--- config.mk ---
export PLATFORM = sky130hd
export DESIGN_NAME = reg_feed_fifo_flat
export DESIGN_NICKNAME = d
export VERILOG_FILES = /design/src/rtl/reg_feed_fifo_pkg.sv /design/src/rtl/reg_feed_fifo_if.sv /design/src/rtl/reg_feed_fifo_mem.sv /design/src/rtl/reg_feed_fifo.sv /design/src/flat_wrapper.sv
export SDC_FILE = /design/constraint.sdc
export NUM_CORES = 1
export LEC_CHECK = 0
export ABC_AREA = 0
export CORE_MARGIN = 2
export CORE_UTILIZATION = 40
export CTS_CLUSTER_DIAMETER = 30
export DETAILED_ROUTE_END_ITERATION = 10
export PLACE_DENSITY = 0.71
export SYNTH_ARGS = -nofsm -noshare
export SYNTH_HDL_FRONTEND = slang
export SYNTH_SLANG_ARGS = --single-unit
--- constraint.sdc ---
create_clock -name clk -period 4.3 [get_ports clk]
set_input_delay 0.645 -clock clk [delete_from_list [all_inputs] [get_ports clk]]
set_output_delay 0.645 -clock clk [all_outputs]
set_load 0.02 [all_outputs]
--- src/rtl/reg_feed_fifo_pkg.sv ---
// Shared defaults and derived widths for the register-feed FIFO slice.
package reg_feed_pkg;

    localparam int WIDTH_DEF = 32;
    localparam int DEPTH_DEF = 4;
    localparam int PTR_W     = $clog2(DEPTH_DEF);
    localparam int CNT_W     = PTR_W + 1;

    typedef logic [WIDTH_DEF-1:0] data_t;

endpackage

--- src/rtl/reg_feed_fifo_if.sv ---
// Push/pop handshake bundle between a producer and the register-feed FIFO.
interface reg_feed_fifo_if
    import reg_feed_pkg::*;
#(
    parameter int WIDTH = WIDTH_DEF,
    parameter int DEPTH = DEPTH_DEF
);
    localparam int IF_CNT_W = $clog2(DEPTH) + 1;

    logic                flush;
    logic                in_valid;
    logic                in_ready;
    logic [WIDTH-1:0]    in_data;
    logic                out_valid;
    logic                out_ready;
    logic [WIDTH-1:0]    out_data;
    logic [IF_CNT_W-1:0] count;

    modport master (
        output flush, in_valid, in_data, out_ready,
        input  in_ready, out_valid, out_data, count
    );

    modport slave (
        input  flush, in_valid, in_data, out_ready,
        output in_ready, out_valid, out_data, count
    );

endinterface

--- src/rtl/reg_feed_fifo_mem.sv ---
// Entry storage: one synchronous write port, one asynchronous read port, no reset.
module reg_feed_mem
    import reg_feed_pkg::*;
#(
    parameter int WIDTH   = WIDTH_DEF,
    parameter int DEPTH   = DEPTH_DEF,
    parameter int ADDR_W  = $clog2(DEPTH)
) (
    input  logic              clk,
    input  logic              we,
    input  logic [ADDR_W-1:0] waddr,
    input  logic [WIDTH-1:0]  wdata,
    input  logic [ADDR_W-1:0] raddr,
    output logic [WIDTH-1:0]  rdata
);

    logic [WIDTH-1:0] mem_r [DEPTH];

    // Write the addressed entry on an accepted push.
    always_ff @(posedge clk) begin
        if (we) begin
            mem_r[waddr] <= wdata;
        end
    end

    assign rdata = mem_r[raddr];

endmodule

--- src/rtl/reg_feed_fifo.sv ---
// First-word fall-through FIFO feeding a downstream enabled register; holds
// pointer/occupancy control, storage lives in reg_feed_mem.
module reg_feed_fifo
    import reg_feed_pkg::*;
#(
    parameter int WIDTH = WIDTH_DEF,
    parameter int DEPTH = DEPTH_DEF
) (
    input  logic           clk,
    input  logic           rst,
    reg_feed_fifo_if.slave bus
);

    localparam int P_W = $clog2(DEPTH);
    localparam int C_W = P_W + 1;
    localparam logic [C_W-1:0] DEPTH_C = C_W'(DEPTH);

    logic [P_W-1:0]   wr_ptr_r;
    logic [P_W-1:0]   rd_ptr_r;
    logic [C_W-1:0]   count_r;
    logic             push_s;
    logic             pop_s;
    logic             in_ready_s;
    logic             out_valid_s;
    logic [WIDTH-1:0] rd_data_s;

    // Handshake qualification; ready/valid depend only on occupancy and rst.
    always_comb begin
        in_ready_s  = (count_r != DEPTH_C) && !rst;
        out_valid_s = (count_r != {C_W{1'b0}});
        push_s      = bus.in_valid  && in_ready_s  && !bus.flush;
        pop_s       = bus.out_ready && out_valid_s && !bus.flush;
    end

    // Pointer and occupancy state; flush overrides any push/pop that cycle.
    always_ff @(posedge clk or posedge rst) begin
        if (rst) begin
            wr_ptr_r <= {P_W{1'b0}};
            rd_ptr_r <= {P_W{1'b0}};
            count_r  <= {C_W{1'b0}};
        end else if (bus.flush) begin
            wr_ptr_r <= {P_W{1'b0}};
            rd_ptr_r <= {P_W{1'b0}};
            count_r  <= {C_W{1'b0}};
        end else begin
            if (push_s) begin
                wr_ptr_r <= wr_ptr_r + P_W'(1);
            end
            if (pop_s) begin
                rd_ptr_r <= rd_ptr_r + P_W'(1);
            end
            case ({push_s, pop_s})
                2'b10:   count_r <= count_r + C_W'(1);
                2'b01:   count_r <= count_r - C_W'(1);
                default: count_r <= count_r;
            endcase
        end
    end

    reg_feed_mem #(
        .WIDTH  (WIDTH),
        .DEPTH  (DEPTH),
        .ADDR_W (P_W)
    ) u_mem (
        .clk   (clk),
        .we    (push_s),
        .waddr (wr_ptr_r),
        .wdata (bus.in_data),
        .raddr (rd_ptr_r),
        .rdata (rd_data_s)
    );

    // Zero the head when empty so stale storage never reaches the register.
    assign bus.out_data  = out_valid_s ? rd_data_s : {WIDTH{1'b0}};
    assign bus.out_valid = out_valid_s;
    assign bus.in_ready  = in_ready_s;
    assign bus.count     = count_r;

endmodule

--- src/flat_wrapper.sv ---
// flat-port wrapper written by rule: the top's interface ports become plain ports
module reg_feed_fifo_flat import reg_feed_pkg::*;
#(
    parameter int WIDTH = WIDTH_DEF,
    parameter int DEPTH = DEPTH_DEF
)
  (clk, rst, bus_flush, bus_in_valid, bus_in_data, bus_out_ready, bus_in_ready, bus_out_valid, bus_out_data, bus_count);
  reg_feed_fifo_if #(.WIDTH(WIDTH), .DEPTH(DEPTH)) bus_i ();
  input  logic clk;
  input  logic rst;
  input wire logic [$bits(bus_i.flush)-1:0] bus_flush;
  input wire logic [$bits(bus_i.in_valid)-1:0] bus_in_valid;
  input wire logic [$bits(bus_i.in_data)-1:0] bus_in_data;
  input wire logic [$bits(bus_i.out_ready)-1:0] bus_out_ready;
  output wire logic [$bits(bus_i.in_ready)-1:0] bus_in_ready;
  output wire logic [$bits(bus_i.out_valid)-1:0] bus_out_valid;
  output wire logic [$bits(bus_i.out_data)-1:0] bus_out_data;
  output wire logic [$bits(bus_i.count)-1:0] bus_count;
  assign bus_i.flush = bus_flush;
  assign bus_i.in_valid = bus_in_valid;
  assign bus_i.in_data = bus_in_data;
  assign bus_i.out_ready = bus_out_ready;
  assign bus_in_ready = bus_i.in_ready;
  assign bus_out_valid = bus_i.out_valid;
  assign bus_out_data = bus_i.out_data;
  assign bus_count = bus_i.count;
  reg_feed_fifo #(.WIDTH(WIDTH), .DEPTH(DEPTH)) u_core (.clk(clk), .rst(rst), .bus(bus_i));
endmodule
Yosys cells after proc, flatten, opt, wreduce, memory -nomap -nowiden
Memories as Yosys holds them, arrays and structs flattened.
Cells that the tools add are included.
{ "word_totals": {"regBits": 7, "ram_bits": 128, "input_bits": 37, "output_inout_bits": 37, "word_cells": 31, "mem_count": 1} }
{ "mem_list": {"columns": ["name", "depth", "word_bits", "read_ports", "rd_ports_with_merged_regs", "write_ports", "line_no", "source"], "rows": [
  ["u_core.u_mem.mem_r", 4, 32, 1, 0, 1, "reg_feed_fifo_mem.sv:17", "logic [WIDTH-1:0] mem_r [DEPTH];"]
]} }
{ "op_classes": {"add_sub_neg": 4, "n_eq_ne": 3, "mux": 9, "reduce_logical": 11} }
{ "ops": {"columns": ["op", "n"], "rows": [
  ["2-to-1 mux 32 bit", 1],
  ["2-to-1 mux 2 bit", 4],
  ["case mux 3 bit (2 select lines)", 1],
  ["nonzero test 3 bit", 2],
  ["logical AND 1 bit", 5],
  ["adder 2 x 1 -> 2 bit, second input constant", 2],
  ["nonzero test 2 bit", 2],
  ["adder 3 x 1 -> 3 bit, second input constant", 1],
  ["2-to-1 mux 3 bit", 1],
  ["!= test 3 bit, second input constant", 1],
  ["subtractor 3 x 1 -> 3 bit, second input constant", 1],
  ["equality test 2 x 1 -> 1 bit, second input constant", 1],
  ["equality test 2 bit, second input constant", 1],
  ["logical NOT 1 bit", 2],
  ["2-to-1 mux 1 bit", 2]
]} }

Longest topological paths before layout
{ "logic_depth": {"ltp_word": 7, "ltp_mapped": 9, "depth_no_buf": 7} }

Hierarchy
Synthesis repeated with hierarchy kept, for this count alone.
{ "hier_totals": {"hier_cells": 249, "area_unflattened_um2": 5351.4} }
{ "modules_own_cells": {"columns": ["module", "instances", "cells_per_inst", "area_per_inst_um2"], "rows": [
  ["reg_feed_mem", 1, 171, 4689.5],
  ["reg_feed_fifo", 1, 78, 661.9]
]} }

Worst setup path after synthesis
OpenSTA, ideal clock, no wires.
{ "synth_path": {"path_type": "flip-flop to flip-flop", "startpoint": "register u_core.count_r[0], in the netlist u_core.bus.count[0]", "endpoint": "memory u_core.u_mem.mem_r[0][0] (netlist name), enable pin", "arrival_time_ns": 2.164, "slack_ns": 1.744, "path_stages_with_launch": 5, "n_path_buf": 0, "cell_sequence": "dfrtp_1 nor2_1 a21oi_1 and3b_1 and2_1"} }
{ "synth_between": {"elab_chain_cells": 6} }
{ "synth_rtl": {"columns": ["item", "line_no", "source"], "rows": [
  ["from (decl)", "reg_feed_fifo.sv:20", "logic [C_W-1:0] count_r;"],
  ["from (signal assigned)", "reg_feed_fifo.sv:40", "count_r <= {C_W{1'b0}};"],
  ["from (signal assigned)", "reg_feed_fifo.sv:44", "count_r <= {C_W{1'b0}};"],
  ["from (signal assigned)", "reg_feed_fifo.sv:53", "2'b10: count_r <= count_r + C_W'(1);"],
  ["!= test 3 bit", "reg_feed_fifo.sv:29", "in_ready_s = (count_r != DEPTH_C) && !rst;"],
  ["logical AND 1 bit", "reg_feed_fifo.sv:29", null],
  ["net bus_in_ready", "flat_wrapper.sv:15", "output wire logic [$bits(bus_i.in_ready)-1:0] bus_in_ready;"],
  ["logical AND 1 bit (2 in series)", "reg_feed_fifo.sv:31", "push_s = bus.in_valid && in_ready_s && !bus.flush;"],
  ["2-to-1 mux 1 bit", "reg_feed_fifo_mem.sv:21", "if (we) begin"],
  ["2-to-1 mux 1 bit (not written as such)", "reg_feed_fifo_mem.sv:22", "mem_r[waddr] <= wdata;"],
  ["to (decl)", "reg_feed_fifo_mem.sv:17", null]
]} }
The timed path passes the listed nets, and every way through them passes these cells.

Worst setup path after layout
{ "layout_path": {"startpoint": "register u_core.rd_ptr_r[0]", "endpoint": "output bus_out_data[27]"} }
{ "layout_between": {"elab_chain_cells": 2} }
{ "layout_rtl": {"columns": ["item", "line_no", "source"], "rows": [
  ["from (decl)", "reg_feed_fifo.sv:19", "logic [P_W-1:0] rd_ptr_r;"],
  ["from (signal assigned)", "reg_feed_fifo.sv:39", "rd_ptr_r <= {P_W{1'b0}};"],
  ["from (signal assigned)", "reg_feed_fifo.sv:43", "rd_ptr_r <= {P_W{1'b0}};"],
  ["from (signal assigned)", "reg_feed_fifo.sv:50", "rd_ptr_r <= rd_ptr_r + P_W'(1);"],
  ["memory (4 x 32 bit)", null, null],
  ["2-to-1 mux 32 bit", "reg_feed_fifo.sv:74", "assign bus.out_data = out_valid_s ? rd_data_s : {WIDTH{1'b0}};"],
  ["to (decl)", "flat_wrapper.sv:17", "output wire logic [$bits(bus_i.out_data)-1:0] bus_out_data;"]
]} }
No other way between the ends.

==> results.md <==
* Max-cap violations at 0
* Largest buffer count on any clock path at 2
* Die Width at 120 µm
* Count of pins on the block boundary at 74
* Number of buffers inserted by port buffering at 73
* Depth of the CTS H-tree at 4
* Later-pin clock latency in the skew report at 0.42 ns
* Top metal layer carrying routed signals: met4
* Maximum number of pins on one net before global-route repair at 36
* Unrepaired setup endpoints after global routing: false
* Outcome: finished clean
* Class of the most critical hold timing path: in -> async
* CTS Buf Count at 17
* Iteration-0 DRC Markers at 185
* Final hold violation count at 0
* Row count at 42
* Area taken by flip-flops and latches at 4020 µm²
* Root buffer cell: clkbuf_16
* Nets@finish at 383
* Number of synthesized flops with an enable pin at 128
* Area growth from synthesis to layout at 26.4%
* Total congestion overflow at 0
* Clock tree sinks at 135
* GP Congestion at 0.703
* Top post-synthesis cells by area: edfxtp_1, mux4_2, and2_1
* Post-Place Setup Slack at 1.26 ns
* Number of nets in the synthesized netlist at 304
* HPWL reported at the end of detailed placement at 5.64 mm
* Synthesized flop and latch total at 135
* Share of the synthesized area in the top cell type at 0.716
* Post CTS Setup Buffer Count at 0
* Final-layout setup total negative slack at 0 ns
* Count of final setup violators at 0
* Post-CTS resize count at 0
* Clock tree from TritonCTS: yes
* Number of standard cells after synthesis at 262
* Routed length per placed instance at 18.2 µm
* Gr usage total at 0.147
* Effective utilization at floorplan at 0.407
* Highest achievable clock rate at 294 MHz
* Count of different cell masters after synthesis at 31
* Most frequent cell after synthesis: edfxtp_1
* Number of remaining DRC errors at 0
* Transition time at the pin with the least slew margin at 1.07 ns
* Area of combinational cells with multiple inputs at 1250 µm²
* Max-slew violation count at 0
* Per-cell via count in the routed design at 5.09
* CP Capture Type: primary output
* Post-layout minimum cycle time at 3.40 ns
* Sequential area share after synthesis at 0.749
* Met2 routed wirelength at 4.91 mm
* Sum of met3 wire segment lengths after detailed routing at 546 µm
* Clock transition at the registers of the reported paths at 0.06 ns
* Area enclosed by the die boundary at 14400 µm²
* Prevailing post-synth register cell: edfxtp_1
* Final worst-path setup slack at 0.900 ns
* Number of antenna repair diodes at 0
* Worst Setup Path Type: reg -> out
* Power per standard cell area at 456 nW/µm²
* Leading area contributor after synthesis: edfxtp_1
* Proportion of register bits with asynchronous set or reset after synthesis at 0.0519
* Share of the clock period used by the worst path at 0.791
* Synthesized area per cell at 20.5 µm²
* Pleak at 2.18 nW
* Total detailed-routing wirelength at 9.62 mm
* Number of antenna violations at the first check in global routing at 0
* Via count of the routed design at 2697
* Top cells by instance count after synthesis: edfxtp_1, and2_1, mux4_2
* Die height at 120 µm
* Post-Layout Cell Count at 530
* Startpoint kind of the worst setup timing path: flip-flop
* Worst setup skew after layout at 0.0113 ns
* Global-route wire length before repair at 15.3 mm
* Fraction of layout cells with a size suffix above 1 at 0.195
* Crit path DAT at 2.75 ns
* Placed insts at 498
* Highest ir drop seen on vdd at 0.000230 V
* Peak fanout along the critical path at 27
* Placeable core area at 13200 µm²
* Count of synthesis-stage warnings from yosys at 0
* Combined area of all synthesized cells at 5370 µm²
* Number of hold buffers added after CTS at 0
* Core utilization of the finished layout at 0.514
* Number of optimization iterations in the first detailed-route pass at 6
* Met1 routed wirelength after detailed routing at 4.05 mm
* Via count of the first global-routing pass at 2852
* Routed Antenna Nets at 0
* Max transition margin at 0.285
* Fill cell instance count of the final layout at 1061
* Required arrival time at the worst endpoint at 3.65 ns
==> power breakdown <==
part	internal [mW]	leakage (nW)	switching, mW	total (mW)
clock network	0.788	0.260	0.517	1.30
logic	0.162	0.671	0.150	0.313
registers	1.46	1.25	0.0155	1.48
total	2.41	2.18	0.683	3.10
==> state kept, by name (all words and copies together), names as in the netlist <==
name                cells
u_core.wr_ptr_r         2
u_core.rd_ptr_r         2
u_core.bus.count        3
u_core.u_mem.mem_r    128
==> cell usage in the layout (no fill, tap or decap), types with 2 or more instances in the layout <==
cell / count
a31oi_1: 3
and2_2: 4
nand2_1: 3
dfrtp_2: 2
a21oi_1: 3
ha_1: 4
clkinv_4: 2
clkinv_2: 5
mux4_2: 32
xor2_1: 2
and2_1: 32
clkinvlp_4: 3
nor2_1: 6
o21ai_0: 2
mux2i_1: 3
nand3_1: 2
edfxtp_1: 128
inv_1: 4
clkbuf_16: 17
clkdlybuf4s50_1: 73
nand2b_1: 2
dfrtp_1: 5
clkbuf_1: 2
==> stage by stage <==
stage | total power, mW | area (µm²) | hold WS [ns]
after CTS | 3.13 | 6780 | 0.560
after global routing | 3.20 | 6780 | 0.600
final | 3.10 | 6780 | 0.571
after detailed placement | 1.82 | 6240 | 0.588
after floorplan | 1.68 | 5370 | 0.448
after global placement | 1.82 | 6240 | 0.560
==> cell type report <==
cell class | instances | share of cell area
Multi-Input combinational cell | 109 | 0.184
Inverter | 4 | 0.00221
Sequential cell | 135 | 0.593
Clock inverter | 13 | 0.0159
Clock buffer | 19 | 0.0638
Tap cell | 176 | 0.0325
Timing Repair Buffer | 74 | 0.109
==> per-layer routing <==
metal / track usage / vias up
met5: 0 / -
met4: 0.0640 / 0
met3: 0.0494 / 13
met2: 0.238 / 80
met1: 0.182 / 1403
li1: - / 1201
==> final timing paths <==
kind	cells after the start	to	slack, ns	start
min reg2reg	2	u_core.wr_ptr_r[1]	0.60	u_core.wr_ptr_r[1]
max reg2reg	7	u_core.bus.count[2]	1.55	u_core.bus.count[0]
min in group clk	2	u_core.wr_ptr_r[1]	0.60	u_core.wr_ptr_r[1]
max in group asynchronous	2	u_core.rd_ptr_r[0]	3.48	rst
max	4	bus_out_data[27]	0.90	u_core.rd_ptr_r[0]
min	2	u_core.bus.count[2]	0.57	rst
==> critical path, stage by stage, from the launching register on <==
cell	delay [ns]
dfrtp_2	0.52
buf_4	0.51
mux4_2	0.57
and2_1	0.18
clkdlybuf4s50_1	0.54
==> cells by family after synthesis <==
family,synth area share
adders and majority gates,0.0131
DFF,0.749
xor gates and xnor gates,0.00490
AOI/OAI and AO/OA,0.0126
buffers and inverters,0.0196
muxes,0.140
and+or+nand+nor,0.0609
(Power assumes the default switching activity.)
==> RTL edit 1 (config.mk and constraints unchanged) <==
Reset style: synchronous (`rst`), changed in one clocked block. Comments in the files are not updated.
--- a/src/rtl/reg_feed_fifo.sv
+++ b/src/rtl/reg_feed_fifo.sv
@@ -35,3 +35,3 @@
     // Pointer and occupancy state; flush overrides any push/pop that cycle.
-    always_ff @(posedge clk or posedge rst) begin
+    always_ff @(posedge clk) begin
         if (rst) begin
Check against the original RTL: differs if rst is asserted again (counterexample within 4 cycles, from zero or initial values and one cycle with rst high); with rst held inactive, the same outputs for 10 cycles.
==> RTL edit 1 against the unedited design <==
Setup slack gained 0.11 ns; non-clock buffer count grew 1; worst hold slack lost 0.073 ns; wire length shrank 3.8%; critical path depth is the same; synthesized area grew 0.14%; count of clock-buffer cells in the layout shrank 1; sequential cell count grew 2; cell area grew 1.4%; highest routed layer unchanged.
Power is not compared: it rests on default switching activity, and its combinational part moved more than twofold at a synthesized area within 25%.
==> RTL edit 1: results <==
[run_status]
status = completed

[final_layout]
n_antenna_cell = 0
final_cells = 530
drive_gt1_share_pct = 21.5
fin_nets = 384

[logic_synthesis]
synthArstFlopShare_pct = 0
synth-edff-count = 128
synth_cell_types = 27
synthAdderAreaFrac_pct = 1.54
ys_top_cells_by_count = edfxtp_1, mux4_2, nor2b_1, dfxtp_1, nor2_1
synthXorXnorAreaFrac_pct = 0.489
seq_area_frac_synth_pct = 74.9
syn_avg_cell_area_um2 = 20.8
yosys-top-cells-area = edfxtp_1, mux4_2, nor2b_1
synth_nets = 301
synth_compound_area_share_pct = 0.932
synthMuxAreaShare_pct = 13.4

[pwr]
internal_power_mw = 2.50
vdd_drop_max_v = 0.000252
p_clk_mw = 1.50

[placement]
placed_cell_area_um2 = 6250
dp.cells = 498
place.gp.congestion = 0.721
place_ws_ns = 1.36
dp_hpwl_mm = 5.46

[clocking]
clock_latency_ns = 0.40
numCtsBuffers = 17
postCtsResizedCells = 0

[timing]
finClkSkew_ns = 0.00370
setup_tns_ns = 0
setup_slack_ns = 1.02
hold_ws_ns = 0.498
slew_headroom_pct = 40.7

[critical_path]
r2r_slack_ns = 1.83
cp-endpoint = bus_out_data[24]
rr_startpoint = u_core.bus.count[2]
r2r_end = u_core.bus.count[2]
rr_worst_depth = 9
crit_slowest_cell = mux4_2
arrival_ns = 2.64
critPathMaxFanout = 28

[global_route]
antenna_found_initial = 0
grt_pass1_vias = 2777
grt_pass1_wl_mm = 14.7
track_usage_pct = 13.9

[detailed_routing]
drt-pass1-iter-count = 4
first_iter_violations = 121
totalWireLength_mm = 9.26
num_vias = 2581

[worst_hold_path]
hold_class = register to register
min-delay-start = u_core.rd_ptr_r[1]
==> RTL edit 1: cell count changes in the layout (fill, tap and decap cells not counted), sizes merged, moves of 4 or more <==
cell    unedited run  this run
nor2b              0        33
inv                5         9
dfrtp              7         0
dfxtp              0         9
clkinv             8         4
and3               0         4
and2              36         1
==> RTL edit 1: layout make-up <==
| class | count | area, µm² |
|---|---|---|
| fillers | 1036 | 6320 |
| flip-flops and latches | 137 | 4030 |
| multi-input cells | 104 | 1230 |
| repair buffers | 75 | 746 |
| clock buffers | 18 | 429 |
| well taps | 176 | 220 |
| clock inverters | 14 | 196 |
| inverters | 6 | 22.5 |
==> RTL edit 1: routing by layer <==
| layer | share of wire (%) | track usage, % |
|---|---|---|
| met3 | 6.2 | 5.23 |
| met1 | 41 | 16.5 |
| met2 | 52 | 23.4 |
| met5 | 0 | 0 |
| met4 | 1.0 | 4.63 |
==> RTL edit 2 (config.mk and constraints unchanged) <==
Made on the original files. Change the package constant `WIDTH_DEF` from 32 to 64.
--- a/src/rtl/reg_feed_fifo_pkg.sv
+++ b/src/rtl/reg_feed_fifo_pkg.sv
@@ -3,3 +3,3 @@
 
-    localparam int WIDTH_DEF = 32;
+    localparam int WIDTH_DEF = 64;
     localparam int DEPTH_DEF = 4;
Ports: changed (resized bus_in_data and bus_out_data); port bits go from 74 to 138. The function was not compared with the original's and may differ.
==> RTL edit 2 against the unedited design <==
Cell area is 97% higher; synthesized area is 90% higher; register-to-register slack lost 0.22 ns; total power up 130%; clock skew up 0.0030 ns; wire length grew 99%; count of clock-buffer cells in the layout increased by 34; die area is 86% higher; clock power grew to 2.7 times the old value; sequential cell count is 128 higher; setup slack worse by 0.098 ns; critical path type unchanged; critical path depth decreased by 1; maximum frequency decreased by 2.8%.
==> RTL edit 2: results <==
[run_status]
status = completed

[final_layout]
drive_gt1_share_pct = 21.5
fin_nets = 701
top_register = u_core.u_mem.mem_r
n_fill_cell = 2002
largest_reg_flops = 256

[logic_synthesis]
synthMuxAreaShare_pct = 14.4
synth_nets = 537
synth_compound_area_share_pct = 0.663
synth_cells = 463
synth-edff-count = 256
ys_top_cells_by_count = edfxtp_1, and2_1, mux4_2
synthXorXnorAreaFrac_pct = 0.258
synthAdderAreaFrac_pct = 0.688
seq_area_frac_synth_pct = 77.2
yosys-top-cells-area = edfxtp_1, mux4_2, and2_1

[timing]
slew_headroom_pct = 28.9
hold_ws_ns = 0.494
finClkSkew_ns = 0.0143
setup_viol = 0

[critical_path]
rr_startpoint = u_core.bus.count[0]
critPathMaxFanout = 67
critPathTopFamily = simple AND/OR/NAND/NOR gates
slowest_delay_ns = 0.96
arrival_ns = 2.85
crit_slowest_cell = or3_2

[pwr]
vdd_drop_max_v = 0.000326
power.leakage_nw = 4.29

[clocking]
postCtsSetupBuffers = 0
clock_latency_ns = 0.52
cts_max_level = 2
clock-root-buffer = clkbuf_16
clockBufferDepth = 3
numCtsBuffers = 46

[placement]
place.gp.congestion = 0.751
place_ws_ns = 1.28
dp_hpwl_mm = 10.4
dp.cells = 909
io_buffers = 137

[global_route]
track_usage_pct = 14.7
grt_max_degree = 68
grt_pass1_vias = 5469
grt_pass1_wl_mm = 30.0

[detailed_routing]
drt-pass1-iter-count = 4
num_vias = 4986
totalWireLength_mm = 19.2
first_iter_violations = 311

[worst_hold_path]
hold_class = primary input to asynchronous set/reset pin
-- RTL edit 2: how the worst max path moves through the flow --
stage | to | slack (ns)
5_1_grt | bus_out_data[26] | 0.58
4_1_cts | bus_out_data[13] | 0.73
3_3_place_gp | bus_out_data[26] | 1.37
6_report | bus_out_data[26] | 0.80
2_1_floorplan | u_core.u_mem.mem_r[0][0] | 0.99
3_5_place_dp | bus_out_data[2] | 1.28
-- RTL edit 2: routing by layer --
layer  share of wire, %  vias up  GRT usage (%)
li1                   -     2223              -
met1                 40     2542           17.9
met3                6.5       36           3.45
met2                 52      185           25.9
met4                2.0        0           4.67
met5                  0        -              0
-- RTL edit 2: logic make-up (layout without fill, tap and decap cells) --
kind of cell / count (synthesis) / in the layout
AO/OA/AOI/OAI: 11 / 11
adder cells (fa/ha/maj): 5 / 5
flip-flops: 263 / 263
multiplexers: 67 / 67
AND/OR/NAND/NOR: 87 / 87
XOR/XNOR: 3 / 3
buffers and inverters: 27 / 225
-- RTL edit 2: layout make-up --
class                   count  area, µm²  area share, %
inverters                   4       15.0          0.112
repair buffers            139       1400           10.5
clock buffers              53       1180           8.80
flip-flops and latches    263       7870           58.8
well taps                 330        413           3.09
multi-input cells         173       2170           16.2
clock inverters            29        339           2.53
-- RTL edit 2: report_power, final --
group | total (mW) | internal, mW | switching, mW | leakage [nW]
clock network | 3.50 | 2.32 | 1.18 | 0.721
logic | 0.594 | 0.306 | 0.288 | 1.17
registers | 2.88 | 2.86 | 0.0185 | 2.40
total | 6.97 | 5.49 | 1.48 | 4.29
